[src/rtl/clock_monitor_pkg.sv]
// ============================================================================
// Module      : clock_monitor_pkg
// Description : Shared state encoding and default timing constants for the
//               divided-clock monitor and its companion divider.
// Revision    : 1.0
// ============================================================================
`default_nettype none

package clock_monitor_pkg;

  typedef enum logic [1:0] {
    UNLOCKED = 2'd0,
    ACQUIRE  = 2'd1,
    LOCKED   = 2'd2,
    LOST     = 2'd3
  } cm_state_t;

  localparam int c_DEF_EXPECTED_PERIOD = 4;
  localparam int c_DEF_LOCK_COUNT      = 4;

  // True when a measured period lies within +/- tol of the nominal period.
  function automatic logic within_tol(input int unsigned meas,
                                      input int unsigned nominal,
                                      input int unsigned tol);
    int unsigned diff;
    diff = (meas > nominal) ? (meas - nominal) : (nominal - meas);
    return (diff <= tol);
  endfunction

endpackage

`default_nettype wire

[src/rtl/clock_monitor_edge_sync.sv]
// ============================================================================
// Module      : clock_monitor_edge_sync
// Description : Two-flop synchronizer plus edge-history flop producing
//               single-cycle rise/fall strobes for an asynchronous input.
// Revision    : 1.0
// ============================================================================
`default_nettype none

module clock_monitor_edge_sync (
  input  logic clk,
  input  logic rst,
  input  logic i_async,
  output logic o_rise,
  output logic o_fall
);

  logic r_meta;
  logic r_sync;
  logic r_prev;

  always_ff @(posedge clk or posedge rst) begin
    if (rst) begin
      r_meta <= 1'b0;
      r_sync <= 1'b0;
      r_prev <= 1'b0;
    end else begin
      r_meta <= i_async;
      r_sync <= r_meta;
      r_prev <= r_sync;
    end
  end

  assign o_rise = r_sync & ~r_prev;
  assign o_fall = ~r_sync & r_prev;

endmodule

`default_nettype wire

[src/rtl/clock_monitor.sv]
// ============================================================================
// Module      : clock_monitor
// Description : Measures a divided clock's period in master cycles and tracks
//               lock/loss against an expected ratio.
// Revision    : 1.0
// ============================================================================
`default_nettype none

module clock_monitor
  import clock_monitor_pkg::*;
#(
  parameter int EXPECTED_PERIOD = c_DEF_EXPECTED_PERIOD,
  parameter int TOLERANCE       = 0,
  parameter int LOCK_COUNT      = c_DEF_LOCK_COUNT,
  parameter int CNT_W           = 8,
  parameter int ERR_W           = 8
) (
  input  logic             Master_Clock_In,
  input  logic             Reset,
  input  logic             Clock_In,
  output logic             Rise_Strobe,
  output logic             Fall_Strobe,
  output logic [CNT_W-1:0] Period_Count,
  output logic             Period_Valid,
  output logic             Locked,
  output logic             Loss_Strobe,
  output logic [ERR_W-1:0] Error_Count
);

  localparam int              c_GC_W    = $clog2(LOCK_COUNT + 1);
  localparam logic [CNT_W-1:0] c_TIMEOUT = CNT_W'(2 * EXPECTED_PERIOD + TOLERANCE);
  localparam logic [c_GC_W-1:0] c_LOCK   = c_GC_W'(LOCK_COUNT);

  logic              w_rise;
  logic              w_fall;
  logic [CNT_W-1:0]  r_cnt;
  logic              r_armed;
  logic [CNT_W:0]    w_meas;
  logic              w_timeout;
  logic [CNT_W-1:0]  r_pcount;
  logic              r_pvalid;
  logic              r_pgood;
  cm_state_t         r_state;
  cm_state_t         w_state_nxt;
  logic [c_GC_W-1:0] r_gc;
  logic [c_GC_W-1:0] w_gc_nxt;
  logic [c_GC_W-1:0] w_gc_inc;
  logic              w_loss;
  logic              r_loss;
  logic [ERR_W-1:0]  r_err;

  clock_monitor_edge_sync u_sync (
    .clk    (Master_Clock_In),
    .rst    (Reset),
    .i_async(Clock_In),
    .o_rise (w_rise),
    .o_fall (w_fall)
  );

  assign w_meas    = {1'b0, r_cnt} + 1'b1;
  // A rise in the threshold cycle wins: the period is measured, not timed out.
  assign w_timeout = r_armed & ~w_rise & (r_cnt == c_TIMEOUT);

  always_ff @(posedge Master_Clock_In or posedge Reset) begin
    if (Reset) begin
      r_cnt    <= '0;
      r_armed  <= 1'b0;
      r_pcount <= '0;
      r_pvalid <= 1'b0;
      r_pgood  <= 1'b0;
    end else begin
      r_pvalid <= 1'b0;
      if (w_rise) begin
        r_cnt   <= '0;
        r_armed <= 1'b1;
        if (r_armed) begin
          r_pcount <= (&r_cnt) ? r_cnt : w_meas[CNT_W-1:0];
          r_pvalid <= 1'b1;
          r_pgood  <= within_tol(32'(w_meas), EXPECTED_PERIOD, TOLERANCE);
        end
      end else begin
        if (!(&r_cnt)) begin
          r_cnt <= r_cnt + 1'b1;
        end
        if (w_timeout) begin
          r_armed <= 1'b0;
        end
      end
    end
  end

  assign w_gc_inc = r_gc + 1'b1;

  // Measurements act on the FSM from the registered Period_Valid cycle;
  // a timeout can never coincide with one, so it is consumed directly.
  always_comb begin
    w_state_nxt = r_state;
    w_gc_nxt    = r_gc;
    w_loss      = 1'b0;
    unique case (r_state)
      UNLOCKED: begin
        if (w_rise) begin
          w_state_nxt = ACQUIRE;
          w_gc_nxt    = '0;
        end
      end
      ACQUIRE: begin
        if (w_timeout) begin
          w_state_nxt = UNLOCKED;
        end else if (r_pvalid) begin
          if (!r_pgood) begin
            w_gc_nxt = '0;
          end else begin
            w_gc_nxt = w_gc_inc;
            if (w_gc_inc == c_LOCK) begin
              w_state_nxt = LOCKED;
            end
          end
        end
      end
      LOCKED: begin
        if (w_timeout || (r_pvalid && !r_pgood)) begin
          w_state_nxt = LOST;
          w_loss      = 1'b1;
        end
      end
      LOST: begin
        if (w_timeout || !r_armed) begin
          w_state_nxt = UNLOCKED;
        end else if (r_pvalid && r_pgood) begin
          w_state_nxt = ACQUIRE;
          w_gc_nxt    = c_GC_W'(1);
        end
      end
      default: begin
        w_state_nxt = UNLOCKED;
      end
    endcase
  end

  always_ff @(posedge Master_Clock_In or posedge Reset) begin
    if (Reset) begin
      r_state <= UNLOCKED;
      r_gc    <= '0;
      r_loss  <= 1'b0;
      r_err   <= '0;
    end else begin
      r_state <= w_state_nxt;
      r_gc    <= w_gc_nxt;
      r_loss  <= w_loss;
      if (w_loss && !(&r_err)) begin
        r_err <= r_err + 1'b1;
      end
    end
  end

  assign Rise_Strobe  = w_rise;
  assign Fall_Strobe  = w_fall;
  assign Period_Count = r_pcount;
  assign Period_Valid = r_pvalid;
  assign Locked       = (r_state == LOCKED);
  assign Loss_Strobe  = r_loss;
  assign Error_Count  = r_err;

endmodule

`default_nettype wire
[config.mk]
export PLATFORM = sky130hd
export DESIGN_NAME = clock_monitor
export DESIGN_NICKNAME = d
export VERILOG_FILES = /design/src/rtl/clock_monitor_pkg.sv /design/src/rtl/clock_monitor_edge_sync.sv /design/src/rtl/clock_monitor.sv
export SDC_FILE = /design/constraint.sdc
export NUM_CORES = 1
export LEC_CHECK = 0
export ABC_AREA = 1
export CAP_MARGIN = 5
export CELL_PAD_IN_SITES_DETAIL_PLACEMENT = 0
export CELL_PAD_IN_SITES_GLOBAL_PLACEMENT = 1
export CORE_UTILIZATION = 44
export CTS_CLUSTER_SIZE = 24
export DETAILED_ROUTE_END_ITERATION = 8
export GPL_ROUTABILITY_DRIVEN = 0
export PLACE_DENSITY_LB_ADDON = 0.1
export SYNTH_ARGS = -nofsm -noshare
export SYNTH_HDL_FRONTEND = slang
export SYNTH_SLANG_ARGS = --single-unit
[constraint.sdc]
create_clock -name Master_Clock_In -period 6.35 [get_ports Master_Clock_In]
set_clock_uncertainty 0.1 [all_clocks]
set_input_delay 0.635 -clock Master_Clock_In [delete_from_list [all_inputs] [get_ports Master_Clock_In]]
set_output_delay 0.635 -clock Master_Clock_In [all_outputs]
set_load 0.02 [all_outputs]
# Yosys cells after proc, flatten, opt, wreduce, memory -nomap -nowiden
# Cells that the tools add are included.
[totals] reg_bits=36
[op_classes] addsub=6 magnitude_cmp=2 n_eq_ne=16 n_mux=26 bitwise_logic=7 reduce_logical=16
[op_table] cell="$le A32 B1 Y1 const B" count=1
[op_table] cell="$mux W32" count=1
[op_table] cell="$mux W8" count=3
[op_table] cell="$mux W3" count=6
[op_table] cell="$add A8 B1 Y8 const B" count=2
[op_table] cell="$mux W2" count=8
[op_table] cell="$reduce_and A8 Y1" count=2
[op_table] cell="$ne A2 B2 Y1 const B" count=6
[op_table] cell="$ne A3 B3 Y1 const B" count=4
[op_table] cell="$reduce_and A6 Y1" count=2
[op_table] cell="$sub A3 B9 Y10 const A" count=1
[op_table] cell="$sub A9 B3 Y10 const B" count=1
[op_table] cell="$add A8 B1 Y9 const B" count=1
[op_table] cell="$gt A9 B3 Y1 const B" count=1
[op_table] cell="$pmux W3 S3" count=1
[op_table] cell="$eq A8 B4 Y1 const B" count=1
[op_table] cell="$pmux W2 S4" count=1
[op_table] cell="$mux W1" count=6
[op_table] cell="$and A1 B1 Y1" count=4
[op_table] cell="$eq A2 B2 Y1 const B" count=2
[op_table] cell="$add A3 B1 Y3 const B" count=1
[op_table] cell="$eq A3 B3 Y1 const B" count=1
[op_table] cell="$logic_and A1 B1 Y1" count=3
[op_table] cell="$logic_not A1 Y1" count=3
[op_table] cell="8 further kinds" count=11

# Depth between registers and ports, before layout
[depth] depth_word=9 depth_mapped=15 depth_no_buf=15

# Modules after synthesis
# A second synthesis with hierarchy kept.
[hier_totals] hier_cells=271 area_unflattened_um2=2105.8
[by_module_without_submodules] mod="clock_monitor" n_inst=1 cells_each=263 area_each_um2=2011.9
[by_module_without_submodules] mod="clock_monitor_edge_sync" n_inst=1 cells_each=8 area_each_um2=93.8

# Least setup slack after synthesis
# OpenSTA, ideal clock, no wires.
[synth_path] kind="flip-flop to flip-flop" startpoint="register r_cnt[0]" endpoint="register r_pgood" arrival_ps=1792 t_required_ps=6133 slack_ps=4341 stages_incl_launch_ff=16 period_less_slack_ps=2009 cell_sequence="dfrtp_1 > ha_1 > inv_1 > nand2_1 > nand2_2 > inv_2 > ha_1 > nand2_1 > inv_1 > or2_2 > nor2_1 > nand3_1 > nand2_1 > nand2_1 > nand3_1 > nand2_1"
[synth_between] elab_chain_cells=4 elab_cells_between_ends=6 cone_classes="add/sub (3); order compare (2); mux (1)"
[synth_rtl] item="start, declared" line_no="clock_monitor.sv:36" text="logic [CNT_W-1:0] r_cnt;"
[synth_rtl] item="start signal, assigned" line_no="clock_monitor.sv:83" text="r_cnt <= r_cnt + 1'b1;"
[synth_rtl] item="$add A8 B1 Y9 (*)" line_no="clock_monitor.sv:60" text="assign w_meas = {1'b0, r_cnt} + 1'b1;"
[synth_rtl] item="$sub A3 B9 Y10, or another cell as far along" line_no="clock_monitor_pkg.sv:26" text="diff = (meas > nominal) ? (meas - nominal) : (nominal - meas);"
[synth_rtl] item="$mux W32 (*)" line_no="clock_monitor_pkg.sv:26"
[synth_rtl] item="$le A32 B1 Y1 (*)" line_no="clock_monitor_pkg.sv:27" text="return (diff <= tol);"
[synth_rtl] item="end signal, assigned" line_no="clock_monitor.sv:79" text="r_pgood <= within_tol(32'(w_meas), EXPECTED_PERIOD, TOLERANCE);"
[synth_rtl] item="end, declared" line_no="clock_monitor.sv:42" text="logic r_pgood;"
# Mark *: on every way between the ends. The rest lies on a longest branch, timed or not.
# A chain may end at the register's enable or synchronous reset.

# Final worst setup path
[layout_path] startpoint="register u_sync.r_sync" endpoint="output Rise_Strobe"
[layout_between] elab_chain_cells=1
[layout_rtl] item="start, declared" line_no="clock_monitor_edge_sync.sv:18" text="logic r_sync;"
[layout_rtl] item="start signal, assigned" line_no="clock_monitor_edge_sync.sv:28" text="r_sync <= r_meta;"
[layout_rtl] item="$and A1 B1 Y1" line_no="clock_monitor_edge_sync.sv:33" text="assign o_rise = r_sync & ~r_prev;"
[layout_rtl] item="end, declared" line_no="clock_monitor.sv:21" text="output logic Rise_Strobe,"
# No other way between the ends.

==> metrics <==
outcome complete, no violations; share of synthesized area occupied by flip-flops and latches 0.436; synthesized cell area 2070 sq um; Remaining DRCs 0; via count 1739; GRT busiest layer met1; remaining antenna violation count after routing 0; fin. max-slew vios 0; mux cell area share after synthesis 0; Synth Area in Compound Gates 0.0726; Worst setup startpoint u_sync.r_sync; Filler Cell Count 438; DRT iter0 DRCs 87; period utilization 0.401; Reg clk slew, reported paths 0.07 ns; XOR/XNOR share of the synthesized area 0.0297; Synth Area in Simple Gates 0.342; RSZ-0062 raised after global routing false; Die Y 70.5 um; post-route setup slack 3.80 ns; clk root buf clkbuf_8; Leak 1.18 nW; setup TNS 0 ns; Pint 0.510 mW; Worst path max stage delay 0.63 ns; Layout area overhead 18.5%; mean routed wirelength per cell 12.5 um; multi-input logic area 1030 sq um; post-CTS sizing 0; cts hold-fix bufs 0; die footprint 4980 sq um; total track usage 0.195; ys flop type dfrtp_1; most common cell in the netlist nand2_1; Critical Setup Path Class reg -> out; met2 Use GR 0.268; EDFF count, synth 0; CP cell instances nand2_1 -> clkinv_1 -> clkdlybuf4s50_1; power share of the combinational group 0.425; max_cap viols 0; Core Area 4440 sq um; Reg2Reg Depth 14; fmax 393 MHz; Hold Path Cell Cnt 0; largest net degree at the start of global routing 37; critical path required time 5.61 ns; Power Dens Cells 354 nW/um^2; pre-CTS WS 4.11 ns; worst slew pin tran 0.464 ns; Tmin final 2.55 ns; Slowest-stage cell, CP clkdlybuf4s50_1; Synth Net Count 281; HPWL after detailed placement 3200 um; Overflow after GRT 0; largest cells by area after synthesis dfrtp_1, nand2_1, nand3_1; initial antenna violation count 0; post-synthesis async set-or-reset flop share 1.00; per-instance average area after synthesis 7.68 sq um; num rows 24; Synth Register Bits 36; Critical Path Sink Rise_Strobe; Num CTS Buffers 5; R2R Setup Slk 4.13 ns; Setup Fix Bufs, Post-CTS 0; drt total wl 4380 um; Skew-Pair Late Insertion Delay 0.29 ns; met1 usage 0.300; switching part of the total power 0.411; worst r2r dst r_pgood; Worst slew margin 0.691; Power Total 0.866 mW; Clock Power Share 0.199; First-pass DRT Iterations 4; Seq pwr share 0.376; CTS tree built; FF+latch area 901 sq um; endpoint class of the critical path output port; vias in the first global route 1603; Post-Synth Adder-Cell Area 0.0545; Starting Density 0.465; Setup crit start kind flop; H-tree Lvls 2; post-synth cell types 25; Crit Path Max Fanout 9; post-synthesis instance total 269; share of the synthesized area in the top cell type 0.436; reg2reg start r_cnt[1]; Inserted Diodes 0; cell accounting for the most synthesized area dfrtp_1; GR Layer Usage met3 0.0413; Port Buf Inserts 23; Clock Sinks 36; global-route wire length before repair 7510 um; Worst VDD drop 209 uV; final setup fails 0; worst endpoint data arrival time 1.81 ns; IO Pins 24; Hold Vio Cnt, Final 0; Switching Power 0.356 mW; Worst Hold Class reg -> reg; vias per inst 4.97; nets 309; Die X 70.5 um; layout cell share with drive strength beyond 1 0.111; largest family of logic cells by synthesized area simple AND/OR/NAND/NOR gates; Yosys Warn Count 0; maximum clock path buffer count 2; synth cell count leaders nand2_1, dfrtp_1, inv_1, nor2_1, nand3_1
==> cell families after synthesis <==
kind of cell / Yosys count
AND/OR/NAND/NOR: 155
AO/OA/AOI/OAI: 27
flip-flops: 36
adder cells (fa/ha/maj): 9
XOR/XNOR: 7
buffers and inverters: 35
==> per-layer routing <==
layer	wire length (um)	vias up
li1	-	918
met1	2360	783
met2	1800	32
met3	153	6
met4	66	0
met5	0	-
==> layout by cell type (no fill, tap or decap), drive strengths merged <==
cell type | Yosys | layout
nand4 | 9 | 9
clkinvlp | 0 | 1
nor2 | 38 | 38
ha | 9 | 9
dfrtp | 36 | 36
clkbuf | 0 | 7
inv | 31 | 31
a21boi | 1 | 1
clkinv | 1 | 1
or2 | 1 | 1
o21a | 1 | 1
xnor2 | 3 | 3
o21ai | 20 | 20
clkdlybuf4s50 | 0 | 23
buf | 3 | 1
nand3 | 28 | 28
a21oi | 4 | 4
o21bai | 1 | 1
nand2 | 79 | 79
xor2 | 4 | 4
==> critical path, delay by kind of cell (launching register included) <==
family        cells  cell delay, ns
simple gates      1            0.19
flops             1            0.39
buf+inv           2            0.94
==> power by group through the flow <==
stage	sequential [mW]	combinational, mW	clock (mW)
after floorplan	0.338	0.250	0
after global placement	0.330	0.366	0
after CTS	0.325	0.371	0.176
final	0.326	0.368	0.172
after global routing	0.332	0.415	0.187
after detailed placement	0.329	0.366	0
==> registers in the layout, indices dropped and copies added (netlist names), named ones only <==
register       flops
r_state            1
r_cnt              8
u_sync.r_sync      1
u_sync.r_meta      1
Period_Count       8
r_pgood            1
u_sync.r_prev      1
Period_Valid       1
r_armed            1
Loss_Strobe        1
Error_Count        8
r_gc               3
==> per-stage QoR <==
step                      hold WS [ns]  cell area, sq um  instances   util
after detailed placement         0.238              2350        342  0.530
after floorplan                  0.231              2070        269      -
final                            0.251              2450        350  0.551
after CTS                        0.254              2450        350  0.551
after global placement           0.234              2350        342  0.530
after global routing             0.257              2450        350  0.551
==> worst min path at each step <==
stage	startpoint	to	slack (ns)
2_1_floorplan	u_sync.r_meta	u_sync.r_sync	0.23
3_3_place_gp	u_sync.r_meta	u_sync.r_sync	0.23
3_5_place_dp	u_sync.r_meta	u_sync.r_sync	0.24
4_1_cts	u_sync.r_meta	u_sync.r_sync	0.25
5_1_grt	u_sync.r_meta	u_sync.r_sync	0.26
6_report	u_sync.r_meta	u_sync.r_sync	0.25
==> layout make-up <==
type | count | share of cell area
Clock buffer | 7 | 0.0353
Multi-Input combinational cell | 198 | 0.421
Sequential cell | 36 | 0.368
Clock inverter | 1 | 0.00307
Tap cell | 52 | 0.0266
Timing Repair Buffer | 24 | 0.0971
Inverter | 32 | 0.0491
No activity file was read; power rests on OpenSTA's default activity.
